## src/rtl/openhmc_counter_bank.sv

```systemverilog
// openhmc_counter_bank: independent accumulating counters with sticky overflow flags and a registered read port.
// Define OPENHMC_COUNTER_SATURATE_EN to saturate at all-ones on overflow instead of wrapping.
module openhmc_counter_bank #(
  parameter  int DATASIZE = 16,
  parameter  int CHANNELS = 4,
  parameter  int INCWIDTH = 4,
  localparam int SELW     = (CHANNELS > 1) ? $clog2(CHANNELS) : 1
) (
  input  logic                         clk,
  input  logic                         res_n,
  input  logic [CHANNELS*INCWIDTH-1:0] increment,
  input  logic [CHANNELS-1:0]          load_enable,
  input  logic                         rd_en,
  input  logic [SELW-1:0]              rd_sel,
  output logic [CHANNELS*DATASIZE-1:0] value,
  output logic [CHANNELS-1:0]          overflow,
  output logic [DATASIZE-1:0]          rd_data,
  output logic                         rd_valid
);

  logic [DATASIZE-1:0] rd_mux;
  logic [DATASIZE-1:0] rd_data_q;
  logic                rd_valid_q;

  for (genvar gi = 0; gi < CHANNELS; gi++) begin : g_chan
    logic [INCWIDTH-1:0] inc;
    logic [DATASIZE:0]   sum;
    logic [DATASIZE-1:0] cnt_q, cnt_d;
    logic                ovf_q, ovf_d;
    logic                clr_q;

    assign inc = increment[gi*INCWIDTH +: INCWIDTH];
    // One extra bit so the carry out is the overflow event.
    assign sum = {1'b0, cnt_q} + (DATASIZE+1)'(inc);

    always_comb begin
      cnt_d = sum[DATASIZE-1:0];
      ovf_d = ovf_q;
      if (clr_q) begin
        cnt_d = DATASIZE'(inc);
        ovf_d = 1'b0;
      end else if (sum[DATASIZE]) begin
`ifdef OPENHMC_COUNTER_SATURATE_EN
        cnt_d = '1;
`else
        cnt_d = sum[DATASIZE-1:0];
`endif
        ovf_d = 1'b1;
      end
    end

    always_ff @(posedge clk or negedge res_n) begin
      if (!res_n) begin
        cnt_q <= '0;
        ovf_q <= 1'b0;
        clr_q <= 1'b0;
      end else begin
        cnt_q <= cnt_d;
        ovf_q <= ovf_d;
        clr_q <= load_enable[gi];
      end
    end

    assign value[gi*DATASIZE +: DATASIZE] = cnt_q;
    assign overflow[gi]                   = ovf_q;
  end

  // Out-of-range selects fall through to zero.
  always_comb begin
    rd_mux = '0;
    for (int i = 0; i < CHANNELS; i++) begin
      if (rd_sel == SELW'(i)) rd_mux = value[i*DATASIZE +: DATASIZE];
    end
  end

  always_ff @(posedge clk or negedge res_n) begin
    if (!res_n) begin
      rd_data_q  <= '0;
      rd_valid_q <= 1'b0;
    end else begin
      rd_valid_q <= rd_en;
      if (rd_en) rd_data_q <= rd_mux;
    end
  end

  assign rd_data  = rd_data_q;
  assign rd_valid = rd_valid_q;

endmodule

```

## config.mk

```make
export PLATFORM = sky130hd
export DESIGN_NAME = openhmc_counter_bank
export DESIGN_NICKNAME = d
export VERILOG_FILES = /design/src/rtl/openhmc_counter_bank.sv
export SDC_FILE = /design/constraint.sdc
export NUM_CORES = 1
export LEC_CHECK = 0
export ABC_AREA = 1
export ABC_CLOCK_PERIOD_IN_PS = 5500
export CORE_ASPECT_RATIO = 0.6
export CORE_MARGIN = 2
export CORE_UTILIZATION = 40
export DETAILED_ROUTE_END_ITERATION = 12
export HOLD_SLACK_MARGIN = 0.1
export PLACE_DENSITY = 0.73
export SLEW_MARGIN = 10
export SYNTH_ARGS = -nofsm -noshare
export SYNTH_HDL_FRONTEND = slang
export SYNTH_SLANG_ARGS = --single-unit
```

## constraint.sdc

```tcl
create_clock -name clk -period 5.5 [get_ports clk]
set_clock_uncertainty 0.05 [all_clocks]
set_input_delay 1.1 -clock clk [delete_from_list [all_inputs] [get_ports clk]]
set_output_delay 1.1 -clock clk [all_outputs]
set_load 0.01 [all_outputs]
```

* Yosys cells after proc, flatten, opt, wreduce, memory -nomap -nowiden *
Cells that the tools add are included.

storage, ports and cells
  flip-flop bits (word level) = 89
  output and inout bits = 85

operators by class
  add/subtract/negate cells = 4
  equality and inequality tests = 3
  multiplexer cells = 16
  reductions and logical operators = 5

operator list
  cell                                                                   count
  16-bit 2-to-1 mux                                                      8
  16-bit by 4-bit adder with 17-bit output                               4
  1-bit 2-to-1 mux                                                       8
  2-bit nonzero test                                                     4
  2-bit equality test, second input constant                             2
  2-bit by 1-bit equality test with 1-bit output, second input constant  1
  2-bit logical NOT                                                      1

* Depth between registers and ports, before layout *
  depth in word-level cells = 5
  depth in mapped cells = 9
  mapped depth without buffers = 9

* Least setup slack after synthesis *
Ideal clock, no wire load.

  kind = input -> register
  start point = in increment[4]
  end point = reg g_chan[1].cnt_q[12]
  data arrival time = 2331 ps
  slack = 2999 ps
  stages on the path = 8
  buffers on the path = 0
  path through = ha_1 fa_1 inv_1 nor2_1 nor2_1 inv_1 a21oi_1 nor2_1

on the way
  longest elaborated chain between the ends = 2

ends and longest elaborated chain
  item                                      line  text
  start, declared                           11    input logic [CHANNELS*INCWIDTH-1:0] increment,
  16-bit by 4-bit adder with 17-bit output  34    assign sum = {1'b0, cnt_q} + (DATASIZE+1)'(inc);
  16-bit 2-to-1 mux                         39    if (clr_q) begin
  named net g_chan[1].cnt_d[12]             28    logic [DATASIZE-1:0] cnt_q, cnt_d;
  end signal, assigned                      58    cnt_q <= cnt_d;
  end, declared                             28

The timed path passes the listed nets, and every way through them passes these cells.
A chain may end at the register's enable or synchronous reset.

* Worst setup path in the final report *
  start point = in rd_sel[0]
  end point = reg rd_data_q[11], in the netlist rd_data[11]

on the way
  longest elaborated chain between the ends = 5

ends and longest elaborated chain
  item                            line  text
  start, declared                 14    input logic [SELW-1:0] rd_sel,
  2-bit logical NOT               72    if (rd_sel == SELW'(i)) rd_mux = value[i*DATASIZE +: DATASIZE];
  16-bit 2-to-1 mux (3 in a row)  72
  16-bit 2-to-1 mux (*)           72
  end signal, assigned            82    if (rd_en) rd_data_q <= rd_mux;
  end, declared                   22    logic [DATASIZE-1:0] rd_data_q;

Every way passes the cells marked *; elsewhere a longest branch is shown, timed or not.

==> impl_metrics.py <==
metrics = {
    "worst_setup_path": {
        "r2r_setup_slack_ns": 3.44,
        "reg2reg_depth": 8,
        "r2r-start": "g_chan[1].cnt_q[0]$_DFF_PN0_",
        "timing.critical_path.mode_cell": "nor2_1",
        "crit_type": "in2reg",
        "cp_max_fo": 18,
        "r2r_end": "g_chan[1].cnt_q[10]$_DFF_PN0_",
        "cp-start-kind": "primary input",
        "required_ns": 5.70,
        "path_cells": "clkdlybuf4s50_1 > nor2_1 > nand2_1 > o21ai_0 > nor2_1 > a31oi_1",
        "end_kind": "flop",
        "arrival_ns": 2.99,
        "cp_slowest_cell": "clkdlybuf4s50_1",
        "critPathMaxStageDelay_ns": 0.74,
    },
    "floorplan": {
        "core_area_um2": 12800,
        "rows": 32,
        "die_h_um": 92.3,
        "num_io_pins": 110,
        "die_area_um2": 13900,
        "initial_core_util_pct": 40.7,
        "fp.dieW_um": 151,
    },
    "pwr": {
        "p_clk_share_pct": 38.5,
        "cellInternalPower_w": 0.00131,
        "power_w": 0.00184,
        "comb_power_share_pct": 19.9,
        "seqPwrFrac_pct": 41.6,
        "switching_share_pct": 28.4,
        "p_leak_nw": 3.13,
        "p_sw_w": 0.000522,
        "peakVddDrop_mv": 0.132,
        "power_density_nw_per_um2": 273,
    },
    "placement": {
        "portBuffers": 109,
        "hpwl_mm": 11.5,
        "place_congestion": 0.870,
        "dpl.cell_count": 983,
    },
    "clock_network": {
        "path_clk_slew_ns": 0.06,
        "ctsResizeCount": 0,
        "clk_latency_ns": 0.34,
        "cts_tree": "yes",
        "cts_root_buf": "clkbuf_16",
        "cts_buffer_depth": 2,
        "cts_max_level": 3,
        "cts-hold-fix-buffers": 0,
        "cts_inserted_buffers": 9,
        "postCtsSetupBuffers": 0,
        "clock-sinks": 89,
    },
    "logic_synthesis": {
        "synthDominantCellAreaShare_pct": 42.9,
        "synthCells": 724,
        "synth_seq_cells": 89,
        "syn_nets": 769,
        "syn_area_per_cell_um2": 7.17,
        "synth_largest_area_cell": "dfrtp_1",
        "synth_most_common_cell": "nand2_1",
        "synthDistinctLibCells": 26,
        "ys_seq_area_share_pct": 42.9,
        "yosys-top-cells-area": "dfrtp_1, nand2_1, nor2_1, nand3_1, inv_1",
        "synth_edf_count": 0,
        "synthArstFlopShare_pct": 100,
        "yosysWarnings": 0,
        "ys_top_cells_by_count": "nand2_1, nor2_1, dfrtp_1",
        "synth_top_flop_cell": "dfrtp_1",
        "syn-cell-area_um2": 5190,
    },
    "hold_path": {
        "min_path_type": "reg2reg",
        "hold_end": "rd_data[6]$_DFFE_PN0P_",
        "hold_depth": 2,
        "hp-start": "rd_data[6]$_DFFE_PN0P_",
    },
    "detailed_routing": {
        "drc": 0,
        "vias": 5049,
        "first_pass_iters": 5,
        "vias_per_cell": 5.05,
        "ant_nets": 0,
        "drt_iter0_drc": 399,
        "postRouteWirelength_mm": 15.0,
        "wl_per_cell_um": 15.0,
    },
    "global_routing": {
        "met3_usage_pct": 4.73,
        "antenna_found_initial": 0,
        "gr-usage-met2_pct": 29.5,
        "grt-ovfl-total": 0,
        "grt_max_degree": 54,
        "met1_usage_pct": 36.2,
        "grt_pass1_wl_mm": 24.1,
        "grt.busiest_layer": "met1",
        "grt_pass1_vias": 4572,
        "track_usage_pct": 22.5,
    },
    "finish": {
        "instances_no_fill": 999,
        "n_fill_cell": 1217,
        "area_growth_pct": 29.5,
        "fin_nets": 869,
        "fin_util_pct": 52.6,
        "diodes": 0,
        "layout-drive-gt1-share_pct": 3.02,
    },
    "flow_run": {
        "cap_violations": 0,
    },
    "sta": {
        "setup_viol": 0,
        "hold_slack_ns": 0.465,
        "fin_crit_ns": 2.79,
        "rsz0062_at_grt": "false",
        "hold_violations": 0,
        "tns_ns": 0,
        "clock.fmax_ghz": 0.359,
        "relSlewSlack_pct": 53.3,
        "fin_crit_sh_pct": 50.7,
        "drv_slew": 0,
        "worstMarginPinSlew_ns": 0.701,
    },
    "run_status": {
        "status": "completed",
    },
}
==> per-stage QoR <==
stage / cell area, um2 / setup slack, ns
floorplan: 5190 / 3.00
global placement: 6380 / 2.39
detailed placement: 6380 / 2.35
CTS: 6720 / 2.71
global route: 6720 / 2.55
finish: 6720 / 2.71
==> layer usage <==
metal  vias up  wire, um
li1       2521         -
met1      2294      7750
met2       212      5740
met3        22      1250
met4         0       258
met5         -         0
==> worst max path at each step <==
stage / depth (start not counted) / start / to
after floorplan: 8 / increment[4] / g_chan[1].cnt_q[12]$_DFF_PN0_
after global placement: 6 / rd_sel[0] / rd_data[5]$_DFFE_PN0P_
after detailed placement: 9 / increment[4] / g_chan[1].cnt_q[10]$_DFF_PN0_
after CTS: 9 / increment[4] / g_chan[1].cnt_q[10]$_DFF_PN0_
after global routing: 9 / increment[4] / g_chan[1].cnt_q[12]$_DFF_PN0_
final: 6 / rd_sel[0] / rd_data[11]$_DFFE_PN0P_
==> cell families after synthesis <==
kind of cell,synth area share (%)
simple gates,32.0
compound gates,10.8
buf+inv,8.26
flops,42.9
fa+ha+maj,5.40
xor+xnor,0.675
==> cells in the final DEF, fill, tap and decap left out, types with 2 or more instances in the layout <==
master | Yosys | layout
nand3b_1 | 3 | 3
nor3_1 | 3 | 3
nor2_1 | 108 | 108
inv_1 | 81 | 81
a21oi_1 | 57 | 57
dfrtp_1 | 89 | 89
nand4_1 | 7 | 7
nand2_1 | 203 | 203
nand3_1 | 70 | 70
o21ai_0 | 41 | 41
fa_1 | 4 | 4
bufinv_16 | 0 | 3
nor2_4 | 5 | 5
a21boi_0 | 4 | 4
clkbuf_16 | 0 | 9
xor2_1 | 2 | 2
clkinv_2 | 0 | 3
buf_4 | 7 | 2
ha_1 | 16 | 16
xnor2_1 | 2 | 2
clkdlybuf4s50_1 | 0 | 108
a31oi_1 | 3 | 3
==> state kept, by name, summed over array words and instances, names as in the netlist <==
signal and count:
g_chan.ovf_q 4, g_chan.clr_q 4, rd_data 16, g_chan.cnt_q 64, rd_valid 1
==> power groups by stage <==
stage	registers [W]	logic, W	clock network (W)
final	0.000763	0.000366	0.000707
after detailed placement	0.000773	0.000363	0
after global placement	0.000773	0.000358	0
after CTS	0.000761	0.000366	0.000722
after global routing	0.000768	0.000412	0.000746
after floorplan	0.000767	0.000188	0
==> critical path: cells and delay by family <==
family / cells / cell delay (ns)
AND/OR/NAND/NOR: 3 / 0.85
buffers and inverters: 1 / 0.74
AO/OA/AOI/OAI: 2 / 0.30
==> cell type report <==
type                    instances  area [um2]  area share, %
clock inverters                 6         105           1.56
flip-flops and latches         89        2230           33.1
repair buffers                110        1100           16.3
inverters                      82         308           4.58
clock buffers                  10         239           3.55
multi-input cells             532        2540           37.7
well taps                     170         213           3.16
(Power assumes the default switching activity.)
